[config.mk]
export PLATFORM = sky130hd
export DESIGN_NAME = gamepad_poller
export DESIGN_NICKNAME = d
export VERILOG_FILES = /design/src/rtl/gamepad_poller_pkg.sv /design/src/rtl/gamepad_sync2.sv /design/src/rtl/gamepad_poller.sv
export SDC_FILE = /design/constraint.sdc
export NUM_CORES = 1
export LEC_CHECK = 0
export CAP_MARGIN = 0
export CORE_ASPECT_RATIO = 0.8
export CORE_MARGIN = 5
export CORE_UTILIZATION = 40
export DETAILED_ROUTE_END_ITERATION = 10
export GPL_ROUTABILITY_DRIVEN = 0
export SYNTH_ARGS = -nofsm -noshare
export SYNTH_HDL_FRONTEND = slang
export SYNTH_HIERARCHICAL = 1
export SYNTH_SLANG_ARGS = --single-unit
[constraint.sdc]
create_clock -name clock -period 3.7 [get_ports clock]
set_clock_uncertainty 0.2 [all_clocks]
set_input_delay 0.74 -clock clock [delete_from_list [all_inputs] [get_ports clock]]
set_output_delay 0.74 -clock clock [all_outputs]
set_load 0.1 [all_outputs]
[src/rtl/gamepad_poller_pkg.sv]
// Shared FSM state type, pad-0 NES button indices and the FF00 low-nibble mapping
// used by the gamepad_poller block.
package gamepad_poller_pkg;

  typedef enum logic [2:0] {
    IDLE  = 3'd0,
    LATCH = 3'd1,
    LOW   = 3'd2,
    HIGH  = 3'd3,
    DONE  = 3'd4
  } state_t;

  localparam int BTN_A      = 0;
  localparam int BTN_B      = 1;
  localparam int BTN_SELECT = 2;
  localparam int BTN_START  = 3;
  localparam int BTN_UP     = 4;
  localparam int BTN_DOWN   = 5;
  localparam int BTN_LEFT   = 6;
  localparam int BTN_RIGHT  = 7;

  // Selected groups are ANDed so a press in either selected group pulls its bit low.
  function automatic logic [3:0] ff00_map(input logic [7:0] pressed,
                                          input logic       sel_btn_n,
                                          input logic       sel_dir_n);
    logic [3:0] btn_s;
    logic [3:0] dir_s;
    logic [3:0] nib_s;
    btn_s = ~{pressed[BTN_START], pressed[BTN_SELECT], pressed[BTN_B], pressed[BTN_A]};
    dir_s = ~{pressed[BTN_DOWN], pressed[BTN_UP], pressed[BTN_LEFT], pressed[BTN_RIGHT]};
    nib_s = 4'hF;
    if (!sel_btn_n) nib_s = nib_s & btn_s;
    else            nib_s = nib_s;
    if (!sel_dir_n) nib_s = nib_s & dir_s;
    else            nib_s = nib_s;
    return nib_s;
  endfunction

endpackage

[src/rtl/gamepad_sync2.sv]
// Two-flop synchronizer for the asynchronous, active-low pad data lines.
// Resets to all ones so an unconnected pad reads as "nothing pressed".
module gamepad_sync2 #(
  parameter int WIDTH = 1
) (
  input  logic             clock,
  input  logic             reset_n,
  input  logic [WIDTH-1:0] d,
  output logic [WIDTH-1:0] q
);

  logic [WIDTH-1:0] meta_r;
  logic [WIDTH-1:0] sync_r;

  // Metastability chain, released level on reset
  always_ff @(posedge clock or negedge reset_n) begin
    if (!reset_n) begin
      meta_r <= {WIDTH{1'b1}};
      sync_r <= {WIDTH{1'b1}};
    end else begin
      meta_r <= d;
      sync_r <= meta_r;
    end
  end

  assign q = sync_r;

endmodule

[src/rtl/gamepad_poller.sv]
// Serial NES/SNES pad scanner for the Game Boy joypad path: periodic latch/clock
// scan, FF00 nibble and press interrupt. Define GAMEPAD_POLLER_DEBOUNCE_EN for two-scan debounce.
module gamepad_poller
  import gamepad_poller_pkg::*;
#(
  parameter int NUM_PADS      = 2,
  parameter int NUM_BITS      = 8,
  parameter int CLK_DIV       = 6,
  parameter int STROBE_CYCLES = 12,
  parameter int POLL_PERIOD   = 69905
) (
  input  logic                         clock,
  input  logic                         reset_n,
  input  logic                         poll_enable,
  input  logic [NUM_PADS-1:0]          pad_data_in,
  output logic                         pad_latch,
  output logic                         pad_clk,
  input  logic                         sel_btn_n,
  input  logic                         sel_dir_n,
  output logic [NUM_PADS*NUM_BITS-1:0] buttons_out,
  output logic                         buttons_valid,
  output logic [3:0]                   ff00_nibble,
  output logic                         joypad_irq,
  output logic                         busy
);

  localparam int TOT    = NUM_PADS * NUM_BITS;
  localparam int PH_MAX = (STROBE_CYCLES > CLK_DIV) ? STROBE_CYCLES : CLK_DIV;
  localparam int PH_W   = $clog2(PH_MAX);
  localparam int PC_W   = $clog2(POLL_PERIOD);
  localparam int IDX_W  = $clog2(NUM_BITS);

  state_t                              state_r, next_state_s;
  logic [PC_W-1:0]                     poll_cnt_r;
  logic [PH_W-1:0]                     ph_cnt_r;
  logic [IDX_W-1:0]                    idx_r;
  logic [NUM_PADS-1:0][NUM_BITS-1:0]   cap_r;
  logic [NUM_PADS-1:0]                 pad_sync_s;
  logic                                ph_last_s;
  logic                                latch_s, pclk_s, busy_s;
  logic                                latch_r, pclk_r, busy_r;
  logic [TOT-1:0]                      new_s, upd_s, buttons_r;
  logic [7:0]                          grp_s, rise_s;
  logic                                valid_r, irq_r;
  logic [3:0]                          ff00_r;
`ifdef GAMEPAD_POLLER_DEBOUNCE_EN
  logic [TOT-1:0]                      prev_r;
`endif

  gamepad_sync2 #(.WIDTH(NUM_PADS)) u_sync (
    .clock   (clock),
    .reset_n (reset_n),
    .d       (pad_data_in),
    .q       (pad_sync_s)
  );

  // Phase terminal count for the timed states
  always_comb begin
    case (state_r)
      LATCH:     ph_last_s = (ph_cnt_r == PH_W'(STROBE_CYCLES - 1));
      LOW, HIGH: ph_last_s = (ph_cnt_r == PH_W'(CLK_DIV - 1));
      default:   ph_last_s = 1'b0;
    endcase
  end

  // State register plus registered strobe, shift clock and busy
  always_ff @(posedge clock or negedge reset_n) begin
    if (!reset_n) begin
      state_r <= IDLE;
      latch_r <= 1'b0;
      pclk_r  <= 1'b0;
      busy_r  <= 1'b0;
    end else begin
      state_r <= next_state_s;
      latch_r <= latch_s;
      pclk_r  <= pclk_s;
      busy_r  <= busy_s;
    end
  end

  // Next-state logic
  always_comb begin
    next_state_s = state_r;
    case (state_r)
      IDLE: begin
        if (poll_enable && (poll_cnt_r == PC_W'(POLL_PERIOD - 1))) next_state_s = LATCH;
        else                                                       next_state_s = IDLE;
      end
      LATCH: begin
        if (ph_last_s) next_state_s = LOW;
        else           next_state_s = LATCH;
      end
      LOW: begin
        if (ph_last_s) next_state_s = (idx_r == IDX_W'(NUM_BITS - 1)) ? DONE : HIGH;
        else           next_state_s = LOW;
      end
      HIGH: begin
        if (ph_last_s) next_state_s = LOW;
        else           next_state_s = HIGH;
      end
      DONE:    next_state_s = IDLE;
      default: next_state_s = IDLE;
    endcase
  end

  // Output decode from the upcoming state so the registered pins track the state exactly
  always_comb begin
    latch_s = (next_state_s == LATCH);
    pclk_s  = (next_state_s == HIGH);
    busy_s  = (next_state_s != IDLE);
  end

  // Poll interval, phase timer, bit index and serial capture
  always_ff @(posedge clock or negedge reset_n) begin
    if (!reset_n) begin
      poll_cnt_r <= {PC_W{1'b0}};
      ph_cnt_r   <= {PH_W{1'b0}};
      idx_r      <= {IDX_W{1'b0}};
      cap_r      <= {TOT{1'b1}};
    end else begin
      if (state_r == IDLE && poll_enable)
        poll_cnt_r <= (poll_cnt_r == PC_W'(POLL_PERIOD - 1)) ? {PC_W{1'b0}} : poll_cnt_r + PC_W'(1);
      else
        poll_cnt_r <= poll_cnt_r;
      if (state_r == IDLE || next_state_s != state_r) ph_cnt_r <= {PH_W{1'b0}};
      else                                            ph_cnt_r <= ph_cnt_r + PH_W'(1);
      if (state_r == LATCH)                idx_r <= {IDX_W{1'b0}};
      else if (state_r == HIGH && ph_last_s) idx_r <= idx_r + IDX_W'(1);
      else                                 idx_r <= idx_r;
      for (int p = 0; p < NUM_PADS; p++) begin
        if (state_r == LOW && ph_last_s) cap_r[p][idx_r] <= pad_sync_s[p];
        else                             cap_r[p]        <= cap_r[p];
      end
    end
  end

  // Pressed view of the capture, optional debounce, and pad-0 rising presses in selected groups
  always_comb begin
    new_s = ~cap_r;
`ifdef GAMEPAD_POLLER_DEBOUNCE_EN
    upd_s = (new_s & ~(new_s ^ prev_r)) | (buttons_r & (new_s ^ prev_r));
`else
    upd_s = new_s;
`endif
    grp_s  = {{4{~sel_dir_n}}, {4{~sel_btn_n}}};
    rise_s = upd_s[7:0] & ~buttons_r[7:0] & grp_s;
  end

  // Published button vector, pulses and FF00 nibble
  always_ff @(posedge clock or negedge reset_n) begin
    if (!reset_n) begin
      buttons_r <= {TOT{1'b0}};
      valid_r   <= 1'b0;
      irq_r     <= 1'b0;
      ff00_r    <= 4'hF;
`ifdef GAMEPAD_POLLER_DEBOUNCE_EN
      prev_r    <= {TOT{1'b0}};
`endif
    end else begin
      if (state_r == DONE) begin
        buttons_r <= upd_s;
        valid_r   <= 1'b1;
        irq_r     <= |rise_s;
`ifdef GAMEPAD_POLLER_DEBOUNCE_EN
        prev_r    <= new_s;
`endif
      end else begin
        buttons_r <= buttons_r;
        valid_r   <= 1'b0;
        irq_r     <= 1'b0;
      end
      ff00_r <= ff00_map(buttons_r[7:0], sel_btn_n, sel_dir_n);
    end
  end

  assign pad_latch     = latch_r;
  assign pad_clk       = pclk_r;
  assign busy          = busy_r;
  assign buttons_out   = buttons_r;
  assign buttons_valid = valid_r;
  assign joypad_irq    = irq_r;
  assign ff00_nibble   = ff00_r;

endmodule

* Yosys cells after proc, flatten, opt, wreduce, memory -nomap -nowiden *
Cells that the tools add are included.

operators by class
  multiplexer cells = 19
  reduce and logical (&&, ||, !) cells = 11
  order comparisons = 2
  equality and inequality tests = 11
  bitwise gates (word level) = 9
  $add $sub $neg = 3

operators with widths
  cell                     count
  $add A17 B1 Y17 const B  1
  $eq A17 B17 Y1 const B   1
  $mux W17                 1
  $and A8 B8 Y8            2
  $bwmux W8                2
  $not A16 Y16             1
  $mux W3                  4
  $mux W4                  3
  $pmux W3 S4              1
  $eq A3 B2 Y1 const B     3
  $not A4 Y4               2
  $not A8 Y8               1
  $reduce_or A8 Y1         1
  $eq A3 B1 Y1 const B     2
  $eq A3 B3 Y1 const B     2
  $logic_and A1 B1 Y1      5
  $mux W1                  5
  $add A4 B1 Y4 const B    1
  $and A4 B4 Y4            1
  $eq A4 B3 Y1 const B     1
  $eq A4 B4 Y1 const B     1
  $lt A3 B4 Y1 const B     1
  $add A3 B1 Y3 const B    1
  $demux W1 S3             1
  other kinds (10)         11

storage, ports and cells
  output and inout port bits = 25
  input bits = 7
  register bits = 72
  logic and storage cells = 70

* Logic depth before layout (Yosys ltp) *
Gate-level depths: netlist of run 1.

  word-level depth = 8
  gate-level depth with buffers = 6
  mapped depth without buffers = 6

* Modules after synthesis *
Netlist of run 1, hierarchy kept.

modules (own cells, without submodules)
  module          times used  cells each  seq. area each (sq um)  area each (sq um)
  gamepad_poller  1           272         1726.7                  3015.4
  gamepad_sync2   1           4           105.1                   105.1

* Least setup slack after synthesis of run 1 *
Ideal clock, no wire load.

  kind = in2reg
  from = input poll_enable
  to = register poll_cnt_r[15]
  stages on the path = 5
  buffers on the path = 1
  slack = 1.201 ns
  library setup time = 0.079 ns
  arrival = 2.219 ns
  required time = 3.421 ns
  cells stage by stage = or4b_1 -> buf_2 -> or4_4 -> nor3_1 -> xor2_1

between the ends
  word-level cells in the longest chain between the ends = 1

RTL lines
  element               RTL line               source
  from (decl)           gamepad_poller.sv:14   input logic poll_enable,
  $logic_and A1 B1 Y1   gamepad_poller.sv:121  if (state_r == IDLE && poll_enable)
  to (signal assigned)  gamepad_poller.sv:116  poll_cnt_r <= {PC_W{1'b0}};
  to (signal assigned)  gamepad_poller.sv:122  poll_cnt_r <= (poll_cnt_r == PC_W'(POLL_PERIOD - 1)) ? {PC_W{1'b0}} : poll_cnt_r + PC_W'(1);
  to (signal assigned)  gamepad_poller.sv:124  poll_cnt_r <= poll_cnt_r;
  to (decl)             gamepad_poller.sv:34   logic [PC_W-1:0] poll_cnt_r;

Every way passes these cells.
A chain may end at the register's enable or synchronous reset.

* Worst setup path after layout of run 1 *
  from = register buttons_r[10] (netlist: buttons_out[10])
  to = output buttons_out[10]

RTL lines
  element                 RTL line               source
  from (decl)             gamepad_poller.sv:42   logic [TOT-1:0] new_s, upd_s, buttons_r;
  from (signal assigned)  gamepad_poller.sv:152  buttons_r <= {TOT{1'b0}};
  from (signal assigned)  gamepad_poller.sv:161  buttons_r <= upd_s;
  from (signal assigned)  gamepad_poller.sv:168  buttons_r <= buttons_r;
  to (decl)               gamepad_poller.sv:20   output logic [NUM_PADS*NUM_BITS-1:0] buttons_out,

No word-level cell between the ends.

==> impl_results.md, run 1 <==
- Setup TNS: 0 ns
- Count of yosys warnings during synthesis: 6
- Synthesis-to-finish area growth: 21.8%
- Tightest slew margin relative to the limit: 34.9%
- Average cell area after synthesis: 11.3 um^2
- Final #Nets: 323
- Transition time at the pin with the least slew margin: ~0.97 ns
- Register clock-pin slew on the reported worst setup and hold paths: 0.08 ns
- Clock group share of total power: 47.4%
- Unrepaired setup endpoints after global routing: no
- Number of DRC markers in iteration 0: 99
- Power dissipated by switching net loads: 418 uW
- Global-route wire length before repair: 10.6 mm
- Detail-routed via count per cell: 5.21
- Kind of capture point of the worst setup path: output pin
- Highest clock rate: 357 MHz
- Full die area: 9680 um^2
- H-tree levels: 3
- FF+latch count, synth: 72
- Required time worst endpoint: 2.76 ns
- Complex-gate fraction of the synthesized area: 8.42%
- Dominant combinational cell family by area after synthesis: simple AND/OR/NAND/NOR gates
- Effective utilization at floorplan: roughly two fifths
- Share of cells above drive strength 1: a little under a quarter
- Drt pass-1 iters: 4
- Part of the total power dissipated in sequential elements: 46.8%
- Count of buffers added by post-CTS timing repair for setup: 0
- Number of design rule violations left after detail routing: 0
- Distinct cell type count after synthesis: 39
- Boundary pin count: 32
- Congestion Overflow GR: 0
- Final min period: 2.80 ns
- Number of fill cells in the layout: 712
- Post-synth top area cell: sky130_fd_sc_hd__dfrtp_1
- Proportion of netlist area held by the largest area contributor: 38.5%
- Cell Pwr Density: 494 nW/um^2
- Buffers from clock root to sink, at most: 2
- CTS tree: yes
- Max-slew violation count: 0
- Biggest fanout along the worst timing path: 2
- Pin count of the biggest net entering global routing: 36
- Number of standard-cell rows in the floorplan: 28
- Outcome: completed
- Final Instance Count excl. Fillers: 421
- Cell count after synthesis: 276
- Final setup vio count: 0
- Post-Synth Simple-Gate Area: 17.9%
- Portion of netlist area occupied by mux cells: 6.42%
- Synthesized net count: 288
- Cells taking the most area after synthesis: sky130_fd_sc_hd__dfrtp_1 38%, sky130_fd_sc_hd__dfstp_2 20%, sky130_fd_sc_hd__mux2_2 5.8%
- Synthesized-area fraction occupied by xor and xnor cells: 4.21%
- Width of the die: 109 um
- Multi-input gate area: 1210 um^2
- Global-route usage over all layers: 14.2%
- Share of the cycle needed by the critical path after routing: between 70% and 80%
- Number of placed cells counting well taps: approximately 400
- Reg-to-reg critical path startpoint: state_r[0]
- Endpoint arrival time on the critical path: approximately 1.9 ns
- R2R setup slack: 1.13 ns
- Post-Synth Adder-Cell Area: 2.00%
- Post-detailed-routing wire length: 6.29 mm
- Worst R2R Path Depth: 4
- Per-cell routed wire length: 14.9 um
- Combinational fraction of design power: 5.8%
- Critical Path Source Type: flip-flop
- Floorplan core area: 7500 um^2
- Tot Pwr: 1.88 mW
- Worst Hold Class: primary input to asynchronous set/reset pin
- Detail Placement HPWL: ~4.3 mm
- Crit-path max cell delay: 1.14 ns
- Number of antenna violations at the first check in global routing: 0
- Internal Power: 1.46 mW
- Count of buffering cells on the critical path with inverters included: 1
- Slowest-stage cell, CP: sky130_fd_sc_hd__clkdlybuf4s50_1
- Port bufs: 31
- Netlist Area Pre-Place: 3120 um^2
- Cell class contributing the biggest share of worst-path delay: buffers and inverters
- Final-report hold violation count: 0
- Via Count: 2195
- Sequential cell area: 1830 um^2
- CTS Sinks: 72
- Net switching share of the total power: about 22%
- Sequential-to-total area share from yosys stat: 58.7%
- Worst path cell trace: clkdlybuf4s50_1
- Height of the die: 89 um
- Hold-fix buffers, CTS: 0
- Clk root buf: sky130_fd_sc_hd__clkbuf_8
- CTS buffer count: 9
- Number of global-route vias before repair: ~2200
- Max-cap violation count: 0
- Path type of the worst setup path: flip-flop to output pin
- Post-cts repair resize count: 0
- Largest vdd supply drop: ~270 uV
- Latest clock arrival within the worst-skew pair: 0.35 ns
- Diode count: 0
- Endpoint of the worst register-to-register path: poll_cnt_r[13]
- Leakage: 1.64 nW
- Final antenna-violating net count: 0
## logic make-up after synthesis
family                   Yosys count
buffers and inverters             19
adder cells (fa/ha/maj)            5
AND/OR/NAND/NOR                  103
AO/OA/AOI/OAI                     44
XOR/XNOR                          15
multiplexers                      18
flip-flops                        72
## per-stage QoR
| step | setup WS, ns | hold WS, ns | utilization, % | instance area [um^2] |
|---|---|---|---|---|
| after CTS | 0.880 | 0.0647 | 50.7 | 3800 |
| final | 0.902 | 0.0720 | 50.7 | 3800 |
| after global placement | 0.612 | 0.146 | 46.8 | 3510 |
| after global routing | 0.832 | 0.0819 | 50.7 | 3800 |
| after detailed placement | 0.558 | 0.147 | 46.8 | 3510 |
| after floorplan | 1.20 | 0.145 | - | 3120 |
## cell type report
type	count	area share, %
Clock buffer	9	3.26
Clock inverter	7	4.38
Inverter	9	0.889
Multi-Input combinational cell	185	32.0
Sequential cell	72	48.2
Tap cell	105	3.46
Timing Repair Buffer	34	7.84
## cell usage after synthesis (all sizes together)
cell,number
and4,4
o22ai,5
nor4b,5
nor4bb,1
nor3,9
buf,2
nand4,7
a221o,2
or4b,1
a21oi,7
and2,1
mux2i,2
a21boi,1
inv,9
clkbuf,8
xnor2,9
a22o,1
nor2b,3
xor2,6
nor4,2
o21ai,21
o21a,1
mux2,16
nand3b,2
nand3,11
o32ai,1
nand2,28
and3,7
or4,2
a22oi,4
dfstp,24
or3,2
nor2,13
dfrtp,48
ha,5
nand2b,4
o221ai,1
or3b,1
## how the worst max path moves through the flow
stage               startpoint               to  slack, ns  cells after the start
4_1_cts        buttons_out[10]  buttons_out[10]       0.88                      1
3_3_place_gp       poll_enable   poll_cnt_r[15]       0.61                      5
3_5_place_dp       poll_enable   poll_cnt_r[13]       0.56                      5
5_1_grt            poll_enable   poll_cnt_r[15]       0.83                      5
6_report       buttons_out[10]  buttons_out[10]       0.90                      1
2_1_floorplan      poll_enable   poll_cnt_r[15]       1.20                      5
## state kept, by name (all words and copies together), names as in the netlist
| signal | flops |
|---|---|
| busy | 1 |
| buttons_out | 16 |
| buttons_valid | 1 |
| cap_r | 16 |
| ff00_nibble | 4 |
| idx_r | 3 |
| joypad_irq | 1 |
| pad_clk | 1 |
| pad_latch | 1 |
| ph_cnt_r | 4 |
| poll_cnt_r | 17 |
| state_r | 3 |
| u_sync/meta_r | 2 |
| u_sync/q | 2 |
## cell usage in the layout (no fill, tap or decap), types with 2 or more instances in the layout
cell                              instances
sky130_fd_sc_hd__xor2_1                   6
sky130_fd_sc_hd__inv_1                    9
sky130_fd_sc_hd__mux2i_1                  2
sky130_fd_sc_hd__buf_4                   15
sky130_fd_sc_hd__nand3_1                 11
sky130_fd_sc_hd__nor3_1                   9
sky130_fd_sc_hd__and4_1                   4
sky130_fd_sc_hd__o21ai_0                 21
sky130_fd_sc_hd__mux2_2                  16
sky130_fd_sc_hd__nor4b_1                  5
sky130_fd_sc_hd__nand3b_1                 2
sky130_fd_sc_hd__o22ai_1                  5
sky130_fd_sc_hd__nor2b_1                  3
sky130_fd_sc_hd__a22oi_1                  4
sky130_fd_sc_hd__nor2_1                  13
sky130_fd_sc_hd__nand2b_1                 4
sky130_fd_sc_hd__xnor2_1                  9
sky130_fd_sc_hd__clkdlybuf4s50_1         18
sky130_fd_sc_hd__or3_1                    2
sky130_fd_sc_hd__clkbuf_8                 9
sky130_fd_sc_hd__dfstp_2                 24
sky130_fd_sc_hd__a21oi_1                  7
sky130_fd_sc_hd__a221o_1                  2
sky130_fd_sc_hd__dfrtp_1                 48
sky130_fd_sc_hd__nand4_1                  7
sky130_fd_sc_hd__ha_1                     5
sky130_fd_sc_hd__bufinv_16                5
sky130_fd_sc_hd__nor4_1                   2
sky130_fd_sc_hd__nand2_1                 28
sky130_fd_sc_hd__and3_1                   7
## power by group through the flow
stage / Combinational (mW) / Clock (mW) / Sequential, mW
after CTS: 0.113 / 0.913 / 0.876
after global placement: 0.106 / 0 / 0.888
after detailed placement: 0.112 / 0 / 0.890
after global routing: 0.125 / 0.945 / 0.882
final: 0.109 / 0.889 / 0.878
after floorplan: 0.0648 / 0 / 0.882
## metal layers
| metal | wire, um | vias up | track usage [%] |
|---|---|---|---|
| met5 | 0 | - | 0 |
| met4 | 102 | 0 | 5.73 |
| met3 | 272 | 11 | 4.48 |
| met2 | 2710 | 39 | 20.9 |
| met1 | 3200 | 1089 | 19.6 |
| li1 | - | 1056 | - |
Note: power is estimated with default switching activity, not from simulation.
==> run 2: changes to the inputs <==
==> constraint.sdc (replaced) <==
create_clock -name clock -period 2.5 [get_ports clock]
set_clock_uncertainty 0.2 [all_clocks]
set_input_delay 0.5 -clock clock [delete_from_list [all_inputs] [get_ports clock]]
set_output_delay 0.5 -clock clock [all_outputs]
set_load 0.1 [all_outputs]
==> run 2 against run 1 <==
Count of clock-buffer cells in the layout did not move. Combinational power is 58% higher. Flip-flop and latch count is the same. Final area barely moved.
==> impl_results.md, run 2 (synthesis gave the netlist of run 1 again) <==
- Biggest fanout along the worst timing path: 5 (+3)
- Endpoint arrival time on the critical path: 2.46 ns (+0.60 ns)
- Detail-routed via count per cell: 5.00 (-4.2%)
- Most common cell after layout, fill and taps aside: sky130_fd_sc_hd__dfrtp_1
- Global-route wire length before repair: 10.5 mm (-1.4%)
- Number of fill cells in the layout: 699 (-1.8%)
- Critical path origin: ph_cnt_r[2]
- Register clock-pin slew on the reported worst setup and hold paths: 0.08 ns (about the same)
- Final antenna-violating net count: 0 (unchanged)
- Per-cell routed wire length: 14.1 um (-5.5%)
- Detail Placement HPWL: 4.34 mm (about the same)
- Number of design rule violations left after detail routing: 0 (unchanged)
- Number of global-route vias before repair: 2139 (-2.1%)
- R2R setup slack: 0.11 ns (-1.02 ns)
- Number of DRC markers in iteration 0: 52 (-47%)
- Share of the cycle needed by the critical path after routing: 95.4%
- Tightest slew margin relative to the limit: 64.0% (+29 points)
- Worst Hold Class: flip-flop to flip-flop
- Floorplan core area: 7500 um^2 (unchanged)
- Via Count: 2168 (-1.2%)
- Count of buffers added by post-CTS timing repair for setup: 0 (unchanged)
- Required time worst endpoint: 2.57 ns (-0.19 ns)
- Max-slew violation count: 0 (unchanged)
- CTS tree: yes
- Commonest cells after routing, fill and taps aside: 48 x sky130_fd_sc_hd__dfrtp_1, 38 x sky130_fd_sc_hd__buf_4, 28 x sky130_fd_sc_hd__nand2_1, 24 x sky130_fd_sc_hd__dfstp_2, 21 x sky130_fd_sc_hd__o21ai_0
- Port bufs: 31 (unchanged)
- Number of instances on the worst hold path: 0
- Setup WS pre-CTS: -0.203 ns (-0.762 ns)
- Latest clock arrival within the worst-skew pair: 0.34 ns (about the same)
- H-tree levels: 3 (unchanged)
- Height of the die: 89 um (unchanged)
- Number of standard-cell rows in the floorplan: 28 (unchanged)
- Congestion Overflow GR: 0 (unchanged)
- Post-detailed-routing wire length: 6.13 mm (-2.5%)
- Max-cap violation count: 0 (unchanged)
- Cell Pwr Density: 625 nW/um^2 (+27%)
- Endpoint of the worst register-to-register path: cap_r[0]
- Unrepaired setup endpoints after global routing: no
- Buffers from clock root to sink, at most: 2 (unchanged)
- Reg-to-reg critical path startpoint: ph_cnt_r[2]
- Final #Nets: 336 (+4.0%)
- Worst R2R Path Depth: 4 (unchanged)
- Outcome: completed
- Most flop-heavy register: poll_cnt_r
- Synthesis-to-finish area growth: 21.7% (about the same)
- Worst Setup EP: cap_r[0]
- Effective utilization at floorplan: 41.6% (unchanged)
- Diode count: 0 (unchanged)
- Share of cells above drive strength 1: 30.1% (+6.7 points)
- Number of antenna violations at the first check in global routing: 0 (unchanged)
- Highest clock rate: 419 MHz
- Final min period: 2.39 ns
- Multi-input gate area: 1210 um^2 (unchanged)
- Boundary pin count: 32 (unchanged)
- Leakage: 1.69 nW (+3.3%)
- Final setup vio count: 0 (unchanged)
- Largest vdd supply drop: 319 uV (+19%)
- CTS buffer count: 9 (unchanged)
- Full die area: 9680 um^2 (unchanged)
- Clk root buf: sky130_fd_sc_hd__clkbuf_8
- Hold-fix buffers, CTS: 1 (+1)
- Transition time at the pin with the least slew margin: 0.541 ns (-0.432 ns)
- Largest register FFs: 17 (unchanged)
- Critical Path Source Type: flip-flop
- Sequential cell area: 1830 um^2 (unchanged)
- CTS Sinks: 72 (unchanged)
- Post-cts repair resize count: 0 (unchanged)
- Global-route usage over all layers: 14.0% (-0.17 points)
- Kind of capture point of the worst setup path: flip-flop
- Drt pass-1 iters: 4 (unchanged)
- Setup TNS: 0 ns (unchanged)
- Width of the die: 109 um (unchanged)
- Path type of the worst setup path: flip-flop to flip-flop
- Pin count of the biggest net entering global routing: 35 (-2.8%)
- Final-report hold violation count: 0 (unchanged)
- Worst setup slack after layout: 0.114 ns (-0.788 ns)
-- run 2: cell count changes in the layout (fill, tap and decap cells not counted) --
| cell | delta |
|---|---|
| sky130_fd_sc_hd__dlygate4sd3_1 | +1 |
| sky130_fd_sc_hd__inv_6 | -1 |
| sky130_fd_sc_hd__bufinv_16 | -4 |
| sky130_fd_sc_hd__clkinvlp_4 | +1 |
| sky130_fd_sc_hd__clkinv_2 | +2 |
| sky130_fd_sc_hd__buf_12 | +2 |
| sky130_fd_sc_hd__clkdlybuf4s50_1 | -13 |
| sky130_fd_sc_hd__buf_4 | +23 |
| sky130_fd_sc_hd__clkinv_4 | +2 |
-- run 2: cell type report --
class                      instances  share of cell area (%)
sequential                        72                    48.2
multi-input combinational        185                    32.0
clock buffer                       9                    3.26
clock inverter                     7                    1.91
timing repair buffer              47                    10.3
tap                              105                    3.46
inverter                           9                   0.889
-- run 2: stage by stage --
stage | area [um^2] | power (mW) | hold slack, ns | util, % | instances
after global placement | 3590 | 1.48 | 0.146 | 47.9 | 417
final | 3800 | 2.38 | 0.160 | 50.7 | 434
after global routing | 3800 | 2.49 | 0.162 | 50.7 | 434
after CTS | 3800 | 2.41 | 0.159 | 50.7 | 434
after floorplan | 3120 | 1.40 | 0.00441 | - | 276
after detailed placement | 3590 | 1.49 | 0.147 | 47.9 | 417
-- run 2: routing by layer --
layer	track usage, %	share of wire, %
met1	20.0	51
met2	20.5	44
met3	4.12	4.1
met4	5.16	1.1
met5	0	0
-- run 2: critical path, cell delays in order (launching register included) --
cell                      delay (ns)
sky130_fd_sc_hd__dfrtp_1        0.40
sky130_fd_sc_hd__or3b_2         0.49
sky130_fd_sc_hd__or4_1          0.50
sky130_fd_sc_hd__nor3_1         0.34
sky130_fd_sc_hd__mux2_2         0.38
-- run 2: where the power goes --
group	internal, mW	switching, mW	total, mW
logic	0.0800	0.0920	0.172
registers	1.22	0.0722	1.29
clock network	0.460	0.452	0.912
-- run 2: worst min path at each step --
stage / endpoint / slack (ns) / startpoint
2_1_floorplan: busy / 0.004 / reset_n
3_3_place_gp: u_sync/q[1] / 0.15 / u_sync/meta_r[1]
3_5_place_dp: u_sync/q[1] / 0.15 / u_sync/meta_r[1]
4_1_cts: u_sync/q[1] / 0.16 / u_sync/meta_r[1]
5_1_grt: u_sync/q[1] / 0.16 / u_sync/meta_r[1]
6_report: u_sync/q[1] / 0.16 / u_sync/meta_r[1]
==> run 3: changes to the inputs <==
--- a/config.mk
+++ b/config.mk
@@ -5,12 +5,13 @@
 export SDC_FILE = /design/constraint.sdc
 export NUM_CORES = 1
 export LEC_CHECK = 0
-export CAP_MARGIN = 0
+export CAP_MARGIN = 10
 export CORE_ASPECT_RATIO = 0.8
 export CORE_MARGIN = 5
-export CORE_UTILIZATION = 40
+export CORE_UTILIZATION = 51
 export DETAILED_ROUTE_END_ITERATION = 10
 export GPL_ROUTABILITY_DRIVEN = 0
+export PLACE_DENSITY = 0.76
 export SYNTH_ARGS = -nofsm -noshare
 export SYNTH_HDL_FRONTEND = slang
 export SYNTH_HIERARCHICAL = 1
==> run 3 against run 2 <==
Via count up 2.5%. Global-route usage up 3.0 points. Cell count down 6.0%. Final area down 0.76%. Clock power up 9.6%. Utilization up 13 points. Count of clock-buffer cells in the layout up 1. Critical path depth up 1. Maximum frequency down 0.37%. Critical endpoint is now poll_cnt_r[13].
==> impl_results.md, run 3 (synthesis gave the netlist of run 1 again) <==
- Slowest-stage cell, CP: sky130_fd_sc_hd__or4_4
- Worst Hold End: u_sync/q[0]
- Critical Path Source Type: primary input
- CTS buffer count: 9 (unchanged)
- Core occupancy in the finished layout: 63.8% (+13 points)
- Path type of the worst setup path: primary input to flip-flop
- Max-cap violation count: 0 (unchanged)
- Setup TNS: 0 ns (unchanged)
- Outcome: completed
- Drt pass-1 iters: 4 (unchanged)
- Endpoint arrival time on the critical path: 2.45 ns (about the same)
- Port bufs: 31 (unchanged)
- Latest clock arrival within the worst-skew pair: 0.34 ns (about the same)
- Crit-path max cell delay: 0.56 ns (+0.06 ns)
- Diode count: 0 (unchanged)
- Kind of capture point of the worst setup path: flip-flop
- Required time worst endpoint: 2.56 ns (about the same)
- Pin count of the biggest net entering global routing: 73 (+110%)
- Cell Pwr Density: 654 nW/um^2 (+4.5%)
- Register clock-pin slew on the reported worst setup and hold paths: 0.07 ns (about the same)
- Worst R2R Path Depth: 4 (unchanged)
- Number of global-route vias before repair: 2186 (+2.2%)
- R2R setup slack: 0.12 ns (about the same)
- Synthesis-to-finish area growth: 20.8%
- Final antenna-violating net count: 0 (unchanged)
- Unrepaired setup endpoints after global routing: no
- Boundary pin count: 32 (unchanged)
- Number of design rule violations left after detail routing: 0 (unchanged)
- Detail-routed via count per cell: 5.45 (+9.0%)
- Worst path cell trace: clkdlybuf4s50_1, or4b_1, or4_4, nor3_1, xor2_1
- Congestion Overflow GR: 0 (unchanged)
- Buffers from clock root to sink, at most: 2 (unchanged)
- Share of the cycle needed by the critical path after routing: 95.8% (+0.35 points)
- Number of DRC markers in iteration 0: 121 (+130%)
- Final min period: 2.39 ns (+0.00874 ns)
- Hold wc startpoint: u_sync/meta_r[0]
- Most flop-heavy register: poll_cnt_r
- Transition time at the pin with the least slew margin: 0.492 ns (-0.0490 ns)
- Critical path origin: poll_enable
- Number of antenna violations at the first check in global routing: 0 (unchanged)
- Highest clock rate: 418 MHz (-0.37%)
- Number of standard-cell rows in the floorplan: 25 (-11%)
- Via Count: 2222 (+2.5%)
- Reg-to-reg critical path startpoint: ph_cnt_r[2]
- H-tree levels: 3 (unchanged)
- Final setup vio count: 0 (unchanged)
- Number of instances on the worst hold path: 0 (unchanged)
- Count of buffering cells on the critical path with inverters included: 1 (+1)
- Most common cell after layout, fill and taps aside: sky130_fd_sc_hd__dfrtp_1
- Global-route usage over all layers: 17.1% (+3.0 points)
- Width of the die: 97.5 um (-10%)
- Cell class contributing the biggest share of worst-path delay: simple AND/OR/NAND/NOR gates
- Clk root buf: sky130_fd_sc_hd__clkbuf_8
- Final-report hold violation count: 0 (unchanged)
- Full die area: 7790 um^2 (-19%)
- CTS tree: yes
- Endpoint of the worst register-to-register path: cap_r[0]
- Global-route wire length before repair: 10.4 mm (-0.39%)
- Biggest fanout along the worst timing path: 4 (-1)
- Largest vdd supply drop: 422 uV (+32%)
- Effective utilization at floorplan: 52.8% (+11 points)
- Post-detailed-routing wire length: 5.91 mm (-3.6%)
- Floorplan core area: 5910 um^2 (-21%)
- Height of the die: 80.0 um (-10%)
- Commonest cells after routing, fill and taps aside: 48 x sky130_fd_sc_hd__dfrtp_1, 37 x sky130_fd_sc_hd__buf_4, 28 x sky130_fd_sc_hd__nand2_1, 24 x sky130_fd_sc_hd__dfstp_2, 21 x sky130_fd_sc_hd__o21ai_0
- Tightest slew margin relative to the limit: 67.2% (+3.3 points)
- Final #Nets: 334 (-0.60%)
- Max-slew violation count: 0 (unchanged)
- Per-cell routed wire length: 14.5 um (+2.5%)
- Detail Placement HPWL: 4.09 mm (-5.7%)
- Largest register FFs: 17 (unchanged)
- Leakage: 1.69 nW (about the same)
- Worst Hold Class: flip-flop to flip-flop
- Share of cells above drive strength 1: 30.0% (-0.12 points)
- CTS Sinks: 72 (unchanged)
[run 3: cell types whose count changed in the layout (fill, tap and decap cells not counted), sizes merged]
cell / delta
clkinvlp: -1
clkinv: -1
clkbuf: +1
buf: -2
bufinv: +1
[run 3: through the flow]
step / area, um^2 / setup slack (ns) / instances / power, mW / hold WS (ns)
after CTS: 3760 / 0.0621 / 408 / 2.50 / 0.160
after global placement: 3530 / -0.140 / 391 / 1.47 / 0.146
after floorplan: 3120 / 0.241 / 276 / 1.40 / 0.00441
after global routing: 3770 / 0.0187 / 408 / 2.60 / 0.165
after detailed placement: 3530 / -0.233 / 391 / 1.48 / 0.149
final: 3770 / 0.106 / 408 / 2.46 / 0.159
[run 3: layout make-up]
type / instances / area [um^2]
clock inverters: 6 / 82.6
multi-input cells: 185 / 1220
repair buffers: 45 / 363
well taps: 81 / 101
fillers: 449 / 2140
clock buffers: 10 / 138
flip-flops and latches: 72 / 1830
inverters: 9 / 33.8
[run 3: how the worst max path moves through the flow]
stage | slack [ns] | depth (start not counted) | to
floorplan | 0.24 | 5 | poll_cnt_r[15]
global placement | -0.14 | 5 | poll_cnt_r[15]
detailed placement | -0.23 | 5 | poll_cnt_r[13]
CTS | 0.06 | 4 | cap_r[12]
global route | 0.02 | 4 | cap_r[8]
finish | 0.11 | 5 | poll_cnt_r[13]
[run 3: report_power, final]
| group | switching [mW] | internal [mW] | total, mW |
|---|---|---|---|
| clock | 0.421 | 0.583 | 1.00 |
| sequential | 0.0732 | 1.22 | 1.29 |
| combinational | 0.0900 | 0.0766 | 0.167 |
| total | 0.584 | 1.88 | 2.46 |
[run 3: worst register-to-register path: stages, from the launching register on]
cell and delay, ns:
sky130_fd_sc_hd__dfrtp_1 0.40, sky130_fd_sc_hd__or3b_2 0.49, sky130_fd_sc_hd__or4_1 0.51, sky130_fd_sc_hd__nor3_1 0.33
sky130_fd_sc_hd__mux2_2 0.38
[run 3: layer usage]
layer | share of wire (%) | GRT usage [%]
met2 | 46 | 25.4
met5 | 0 | 0
met4 | 1.8 | 8.30
met1 | 48 | 22.9
met3 | 3.8 | 4.98
[run 3: timing repair]
action	CTS	global route
hold buffers	1	0
setup buffers	0	0
resized for setup	0	1
endpoints found under the setup margin	0	2
hold endpoints to repair	48	0
